$ cat config.mk
export PLATFORM = sky130hd
export DESIGN_NAME = fifo_skew_ctrl_flat
export DESIGN_NICKNAME = d
export VERILOG_FILES = /design/src/rtl/fifo_skew_ctrl_if.sv /design/src/rtl/fifo_skew_ctrl.sv /design/src/flat_wrapper.sv
export SDC_FILE = /design/constraint.sdc
export NUM_CORES = 1
export LEC_CHECK = 0
export ABC_AREA = 1
export CORE_AREA = 2 2 413 415
export CTS_CLUSTER_SIZE = 12
export DETAILED_ROUTE_END_ITERATION = 6
export DIE_AREA = 0 0 415 417
export SYNTH_ARGS = -nofsm -noshare
export SYNTH_HDL_FRONTEND = slang
export SYNTH_SLANG_ARGS = --single-unit
$ cat constraint.sdc
create_clock -name clk_i -period 1.38 [get_ports clk_i]
set_clock_uncertainty 0.15 [all_clocks]
set_input_delay 0.138 -clock clk_i [delete_from_list [all_inputs] [get_ports clk_i]]
set_output_delay 0.138 -clock clk_i [all_outputs]
set_load 0.05 [all_outputs]
$ cat src/rtl/fifo_skew_ctrl_if.sv
// Handshake and FIFO-bank bus between the tile sequencer and its
// surroundings. The slave side is the controller. The master side is whoever
// feeds tiles and watches the lane outputs.
interface fifo_skew_ctrl_if #(
  parameter int DIM  = 8,
  parameter int BITS = 64
) ();

  logic                      load_start;
  logic                      wr_valid;
  logic [DIM-1:0][BITS-1:0]  wr_data;
  logic                      wr_ready;
  logic                      drain_start;
  logic                      drain_stall;
  logic [DIM-1:0]            fifo_en;
  logic [DIM-1:0][BITS-1:0]  fifo_d;
  logic [DIM-1:0]            out_valid;
  logic                      busy;
  logic                      full;
  logic                      drain_done;

  modport master (
    output load_start, wr_valid, wr_data, drain_start, drain_stall,
    input  wr_ready, fifo_en, fifo_d, out_valid, busy, full, drain_done
  );

  modport slave (
    input  load_start, wr_valid, wr_data, drain_start, drain_stall,
    output wr_ready, fifo_en, fifo_d, out_valid, busy, full, drain_done
  );

endinterface

$ cat src/rtl/fifo_skew_ctrl.sv
// Sequencer for a bank of DIM delay-buffer FIFOs. It loads one tile column
// per accepted beat, then drains the bank with a diagonal skew so that
// lane i starts shifting i cycles after lane 0.
module fifo_skew_ctrl #(
  parameter int DIM  = 8,
  parameter int BITS = 64
) (
  input  logic            clk_i,
  input  logic            rst_i,
  fifo_skew_ctrl_if.slave bus
);

  localparam int BW = $clog2(DIM + 1);
  localparam int SW = $clog2(2 * DIM);
  localparam logic [BW-1:0] BCNT_LAST = BW'(DIM - 1);
  localparam logic [SW-1:0] SCNT_LAST = SW'(2 * DIM - 2);

  typedef enum logic [1:0] {
    IDLE,
    LOAD,
    FULL,
    DRAIN
  } state_e;

  state_e                   state_q, state_d;
  logic [BW-1:0]            bcnt_q, bcnt_d;
  logic [SW-1:0]            scnt_q, scnt_d;
  logic                     drainDone_q, drainDone_d;

  logic [DIM-1:0]           fifoEn;
  logic [DIM-1:0][BITS-1:0] fifoD;
  logic [DIM-1:0]           outValid;
  logic [DIM-1:0]           laneActive;
  logic                     wrReady;
  logic [31:0]              scntExt;

  assign scntExt = 32'(scnt_q);

  // State and counter registers; drain_done is a registered one-cycle pulse
  always_ff @(posedge clk_i) begin
    if (rst_i) begin
      state_q     <= IDLE;
      bcnt_q      <= '0;
      scnt_q      <= '0;
      drainDone_q <= 1'b0;
    end else begin
      state_q     <= state_d;
      bcnt_q      <= bcnt_d;
      scnt_q      <= scnt_d;
      drainDone_q <= drainDone_d;
    end
  end

  // Next-state logic plus the combinational lane enables, data and valids
  always_comb begin
    state_d     = state_q;
    bcnt_d      = bcnt_q;
    scnt_d      = scnt_q;
    drainDone_d = 1'b0;
    fifoEn      = '0;
    fifoD       = '0;
    outValid    = '0;
    laneActive  = '0;
    wrReady     = 1'b0;

    unique case (state_q)
      IDLE: begin
        if (bus.load_start) begin
          state_d = LOAD;
          bcnt_d  = '0;
        end
      end

      LOAD: begin
        wrReady = 1'b1;
        if (bus.wr_valid) begin
          fifoEn = '1;
          fifoD  = bus.wr_data;
          bcnt_d = bcnt_q + BW'(1);
          if (bcnt_q == BCNT_LAST) begin
            state_d = FULL;
          end
        end
      end

      FULL: begin
        if (bus.drain_start) begin
          state_d = DRAIN;
          scnt_d  = '0;
        end
      end

      DRAIN: begin
        if (!bus.drain_stall) begin
          for (int i = 0; i < DIM; i++) begin
            laneActive[i] = (scntExt >= 32'(i)) && (scntExt < 32'(i + DIM));
          end
          scnt_d = scnt_q + SW'(1);
          if (scnt_q == SCNT_LAST) begin
            state_d     = IDLE;
            scnt_d      = '0;
            drainDone_d = 1'b1;
          end
        end
        fifoEn   = laneActive;
        outValid = laneActive;
      end

      default: begin
        state_d = IDLE;
      end
    endcase
  end

  assign bus.fifo_en    = fifoEn;
  assign bus.fifo_d     = fifoD;
  assign bus.out_valid  = outValid;
  assign bus.wr_ready   = wrReady;
  assign bus.busy       = (state_q == LOAD) || (state_q == DRAIN);
  assign bus.full       = (state_q == FULL);
  assign bus.drain_done = drainDone_q;

endmodule

$ cat src/flat_wrapper.sv
// flat-port wrapper written by rule: the top's interface ports become plain ports
module fifo_skew_ctrl_flat 
#(
  parameter int DIM  = 8,
  parameter int BITS = 64
)
  (clk_i, rst_i, bus_load_start, bus_wr_valid, bus_wr_data, bus_drain_start, bus_drain_stall, bus_wr_ready, bus_fifo_en, bus_fifo_d, bus_out_valid, bus_busy, bus_full, bus_drain_done);
  fifo_skew_ctrl_if #(.DIM(DIM), .BITS(BITS)) bus_i ();
  input  logic clk_i;
  input  logic rst_i;
  input wire logic [$bits(bus_i.load_start)-1:0] bus_load_start;
  input wire logic [$bits(bus_i.wr_valid)-1:0] bus_wr_valid;
  input wire logic [$bits(bus_i.wr_data)-1:0] bus_wr_data;
  input wire logic [$bits(bus_i.drain_start)-1:0] bus_drain_start;
  input wire logic [$bits(bus_i.drain_stall)-1:0] bus_drain_stall;
  output wire logic [$bits(bus_i.wr_ready)-1:0] bus_wr_ready;
  output wire logic [$bits(bus_i.fifo_en)-1:0] bus_fifo_en;
  output wire logic [$bits(bus_i.fifo_d)-1:0] bus_fifo_d;
  output wire logic [$bits(bus_i.out_valid)-1:0] bus_out_valid;
  output wire logic [$bits(bus_i.busy)-1:0] bus_busy;
  output wire logic [$bits(bus_i.full)-1:0] bus_full;
  output wire logic [$bits(bus_i.drain_done)-1:0] bus_drain_done;
  assign bus_i.load_start = bus_load_start;
  assign bus_i.wr_valid = bus_wr_valid;
  assign bus_i.wr_data = bus_wr_data;
  assign bus_i.drain_start = bus_drain_start;
  assign bus_i.drain_stall = bus_drain_stall;
  assign bus_wr_ready = bus_i.wr_ready;
  assign bus_fifo_en = bus_i.fifo_en;
  assign bus_fifo_d = bus_i.fifo_d;
  assign bus_out_valid = bus_i.out_valid;
  assign bus_busy = bus_i.busy;
  assign bus_full = bus_i.full;
  assign bus_drain_done = bus_i.drain_done;
  fifo_skew_ctrl #(.DIM(DIM), .BITS(BITS)) u_core (.clk_i(clk_i), .rst_i(rst_i), .bus(bus_i));
endmodule
## Yosys cells after proc, flatten, opt, wreduce, memory -nomap -nowiden

Cells that the tools add are included.

- Logic and storage cells: 72
- Output and inout port bits: 532
- Input port bits: 518
- Register bits after elaboration: 11

- Reduce and logical (&&, ||, !) cells: 16
- Muxes and demuxes: 22
- Bitwise logic cells: 1
- Equality and inequality tests: 11
- Order comparisons: 16
- $add $sub $neg: 2

Operators by type and width:

| operator | count |
|---|---|
| 512-bit two-way mux | 2 |
| 4-bit less-than comparator, second input constant | 8 |
| 8-bit two-way mux | 3 |
| 4-bit two-way mux | 5 |
| 4-bit by 3-bit >= comparator with 1-bit output, second input constant | 4 |
| 4-bit case mux with 2 select lines | 2 |
| 8-bit case mux with 2 select lines | 1 |
| 2-bit two-way mux | 6 |
| 4-bit by 1-bit adder with 4-bit output, second input constant | 2 |
| 4-bit by 1-bit >= comparator with 1-bit output, second input constant | 2 |
| 4-bit by 2-bit >= comparator with 1-bit output, second input constant | 2 |
| 1-bit logical AND | 8 |
| 2-bit != test, second input constant | 4 |
| 2-bit case mux with 4 select lines | 1 |
| 3-bit AND reduction | 2 |
| 6-bit AND reduction | 1 |
| 2-bit == test, second input constant | 2 |
| 4-bit by 3-bit == test with 1-bit output, second input constant | 1 |
| 4-bit == test, second input constant | 1 |
| 2-bit by 1-bit != test with 1-bit output, second input constant | 2 |
| 2-bit nonzero test | 2 |
| 3-bit OR reduction | 1 |
| 2-bit by 1-bit == test with 1-bit output, second input constant | 1 |
| 2-bit zero test | 1 |
| other kinds (3) | 4 |

## Logic depth before layout (Yosys ltp)

- Depth after elaboration: 4
- Gate-level depth with buffers: 9

## Worst setup path before layout

No wires, ideal clock.

- Kind: reg-to-output
- Start point: register u_core.state_q[1]
- End point: output bus_fifo_d[502]
- Arrival: 2181 ps
- Buffers on the path: 2
- Stages on the path, launching flop included: 7
- Required time: 1092 ps
- Path slack: -1089 ps
- Path through: dfxtp_1 inv_1 ha_1 nand2_2 buf_2 buf_6 nor2_1

- Cells in the longest elaborated chain, start to end: 2

Ends and longest elaborated chain:

| element | line | text |
|---|---|---|
| from (decl) | fifo_skew_ctrl.sv:25 | `state_e state_q, state_d;` |
| from (signal assigned) | fifo_skew_ctrl.sv:47 | `state_q <= state_d;` |
| 2-bit by 1-bit == test with 1-bit output | fifo_skew_ctrl.sv:66 | `unique case (state_q)` |
| 512-bit two-way mux | fifo_skew_ctrl.sv:66 |  |
| to (decl) | flat_wrapper.sv:18 | `output wire logic [$bits(bus_i.fifo_d)-1:0] bus_fifo_d;` |

No other way between the ends.

## Worst setup path in the final report

- Start point: register u_core.state_q[1]
- End point: output bus_fifo_d[458]

The elaborated chain is that of the path after synthesis.

==> results.md <==
* Run status: finished with violations
* Violations in the final reports: setup timing
* TritonCTS clock tree: done
* Max Fclk at 480 MHz
* Setup WS pre-CTS at -0.665 ns
* Count of boundary I/O pins at 1050
* Combinational power share at 0.968
* Top post-synthesis cells by area: inv_1 38%, nor2_1 37%, buf_6 12%
* Setup slack of the most critical reg-to-reg path at -0.36 ns
* Max Transition Viols Final at 0
* Library cell occupying the most area in the post-synthesis netlist: inv_1
* Sum of routed wire length over all layers at 133 mm
* Path type of the worst setup path: register to primary output
* Net switching fraction of the power at 0.591
* Worst Hold Margin at 0.334 ns
* Distinct cell type count of the synthesized netlist at 19
* Worst-path fanout max at 12
* Final standard cell count with taps included and fillers excluded at 4571
* CTS buffer count at 3
* Unrepaired setup endpoints after global routing: true
* Avg Synthesized Cell Area at 4.39 um^2
* Instance count of the mapped netlist at 1237
* Number of failing setup endpoints in the final timing report at 542
* Total count of hold-check failures in the final report at 0
* Setup TNS Final at -330.05 ns
* Fraction of post-synthesis cell area in the top cell type by area at 0.376
* Cell repeated most along the worst path: buf_12
* Flops & latches, synth at 11
* Congestion Overflow GR at 0
* Seq/Total Area, Yosys at 0.0406
* Switching component of the power at 17.8 mW
* Standard-cell row count at 151
* Sequential Power Share at 0.014
* Met2 capacity usage during global routing at 0.254
* Slew @ Worst Pin at 0.407 ns
* Buffers added on ports at 1049
* Origin of the worst min-delay path: u_core.bcnt_q[1]
* Power Dens Cells at 1100 nW/um^2
* Data arrival time of the critical path at 1.79 ns
* Max clock buf depth at 2
* Final period util at 1.51
* Placer's final routability congestion estimate at 0.966
* Count of filler cells inserted in the layout at 18900
* Die ar. at 173000 um^2
* Clock sinks at 11
* Internal power of the cells at 12.3 mW
* Count of nets after finishing at 2870
* MaxCap Viol Count at 0
* Cells after DPL at 4545
* Count of buffer and inverter cells on the critical path at 5
* Area of the core region at 169000 um^2
* Depth of the worst hold-timing path at 2
* Worst R2R Start: u_core.state_q[1]
* Cell depth of the worst flop-to-flop path at 9
* Worst VDD drop at 0.428 mV
* Post-synthesis net count at 1766
* Die Width at 415 um
* CP Launch Type: register
* DR vias/cell at 2.62
* DRT Pass-1 Iters at 4
* Root buffer selected by CTS: clkbuf_16
* Post-route minimum period at 2.08 ns
* Die height at 417 um
* Setup ws final at -0.703 ns
* Final routed DRC violation total at 0
* GR Util All Layers at 0.148
* Category of the worst setup path capture point: primary output
* Vias in the first global route at 12200
* Met3 usage at 0.0741
* Delay of the slowest cell on the worst path at 0.34 ns
* Leakage dissipation at 11.2 nW
* Number of violations reported at the end of detailed-routing iteration 0 at 424
* Number of antenna violations at the first check in global routing at 176
* Clk Latency, worst-skew pair at 0.24 ns
* Number of H-tree levels at 1
* Detail-routed net length per standard cell at 29.1 um
* Clock edge transition at the registers on the reported setup and hold paths at 0.04 ns
* Worst path slowest cell: dfxtp_4
* Most crowded layer after global routing: met2
* Share of cells above drive strength 1 at 0.510
* Met1 Usage GRT at 0.170
* Synth warn at 0
* Kind of path behind the tightest hold check: register to register
* Antenna-violating nets left at 0
* Endpoint of the lowest-slack register-to-register path: u_core.scnt_q[0]
* Headroom to the max-slew limit at 0.728
* Clock network fraction of total power at 0.018
* Cell type group with the largest total delay on the critical path: buffers and inverters
* Pin count of the biggest net entering global routing at 31
* Required time of the critical path at 1.09 ns
* Series of cell instances along the critical path: inv_4, ha_4, nand2_8, buf_12, buf_12, buf_12, nor2_4, buf_12
* Mapped cell area at 5430 um^2
* DP HPWL at 128 mm
* Global-route wire length before repair at 161 mm
* Count of vias placed by the detailed router at 12000
* Worst Hold Path EP: u_core.bcnt_q[1]
* Syn-to-layout area delta at 403%
* Effective utilization at floorplan at 0.0322
-- per-layer routing --
layer  part of all wire  wire, um  vias to the layer above
li1                   -         -                     5394
met1               0.39     51400                     5565
met2               0.49     64700                      617
met3               0.11     14000                      227
met4              0.012      1630                      178
met5             0.0085      1120                        -
-- layout by cell type (no fill, tap or decap), types with 2 or more instances in the layout --
cell | synthesis | layout
nor2_1 | 541 | 24
o21ai_4 | 0 | 4
clkdlybuf4s50_1 | 0 | 517
clkbuf_16 | 0 | 6
nor2_4 | 1 | 516
nand4_1 | 4 | 4
a21oi_1 | 10 | 9
o21ai_2 | 0 | 4
buf_4 | 0 | 133
buf_8 | 0 | 22
nand2_1 | 31 | 27
buf_6 | 57 | 78
buf_16 | 0 | 7
nand3_1 | 8 | 7
dfxtp_1 | 11 | 8
inv_1 | 543 | 538
nand2_8 | 0 | 2
nand3_2 | 1 | 2
diode_2 | 0 | 13
o21ai_0 | 9 | 2
inv_2 | 1 | 5
ha_4 | 0 | 2
dfxtp_4 | 0 | 2
nor2_2 | 0 | 2
nand2_2 | 3 | 5
ha_1 | 11 | 8
buf_12 | 0 | 397
-- worst reg2reg max path, stage by stage (launching register included) --
cell     delay [ns]
dfxtp_4        0.34
buf_4          0.15
ha_4           0.16
buf_4          0.14
nand2_1        0.05
nand2_1        0.10
nor2_1         0.24
inv_1          0.09
o21ai_0        0.15
nor2_1         0.05
-- layout make-up --
| type | count | area, um^2 | area share |
|---|---|---|---|
| Tap cell | 2218 | 2780 | 0.102 |
| Sequential cell | 11 | 229 | 0.00839 |
| Timing Repair Buffer | 1157 | 15600 | 0.572 |
| Antenna cell | 13 | 32.5 | 0.00119 |
| Inverter | 544 | 2040 | 0.0749 |
| Multi-Input combinational cell | 624 | 6530 | 0.239 |
| Clock buffer | 4 | 78.8 | 0.00289 |
-- synth_stat cells --
library cell and count:
nand4_1 4, buf_6 57, buf_2 1, nand3_1 8, a21oi_1 10, nand3_2 1, dfxtp_1 11, o21ai_1 2
a211oi_2 1, nand2_1 31, ha_1 11, inv_2 1, or2_1 1, inv_1 543, nor2_4 1, o21ai_0 9
nor2_1 541, nor3_1 1, nand2_2 3
-- power by group through the flow --
stage	Combinational (mW)	Clock, mW	Sequential [mW]
3_5_place_dp	28.8	0	0.426
6_report	29.1	0.535	0.425
2_1_floorplan	15.0	0	0.446
4_1_cts	29.4	0.540	0.426
5_1_grt	30.1	0.552	0.432
3_3_place_gp	28.7	0	0.424
-- logic make-up after synthesis --
family | count (synthesis) | share of synthesized area
buffers and inverters | 602 | 0.495
adders and majority gates | 11 | 0.0254
and+or+nand+nor | 591 | 0.417
DFF | 11 | 0.0406
AOI/OAI and AO/OA | 22 | 0.0217
-- flip-flops by register name (all words and copies together), names as in the netlist --
| name | cells |
|---|---|
| u_core.state_q | 2 |
| u_core.scnt_q | 4 |
| u_core.bcnt_q | 4 |
| u_core.bus.drain_done | 1 |
-- metrics by stage --
stage           util  power [mW]  area (um^2)
4_1_cts        0.161        30.4        27100
3_5_place_dp   0.157        29.2        26500
6_report       0.162        30.1        27300
5_1_grt        0.162        31.1        27300
3_3_place_gp   0.157        29.2        26500
2_1_floorplan      -        15.5         9460
-- worst max path at each step --
stage                            from              end  slack [ns]  cells after the start
floorplan            u_core.scnt_q[2]   bus_fifo_en[4]       -0.78                      4
global placement         bus_wr_valid  bus_fifo_d[297]       -0.66                      7
detailed placement       bus_wr_valid  bus_fifo_d[297]       -0.67                      7
CTS                 u_core.state_q[1]  bus_fifo_d[458]       -0.76                      8
global route        u_core.state_q[1]  bus_fifo_d[414]       -0.77                      8
finish              u_core.state_q[1]  bus_fifo_d[458]       -0.70                      8
-- repair_timing --
item,4_1_cts,5_1_grt
cloned,1,3
hold buffers,0,0
setup buffers,3,2
hold endpoints to repair,0,0
endpoints found under the setup margin,542,542
pin swaps,2,4
gates resized for setup,116,28
Note: power is estimated with default switching activity, not from simulation.
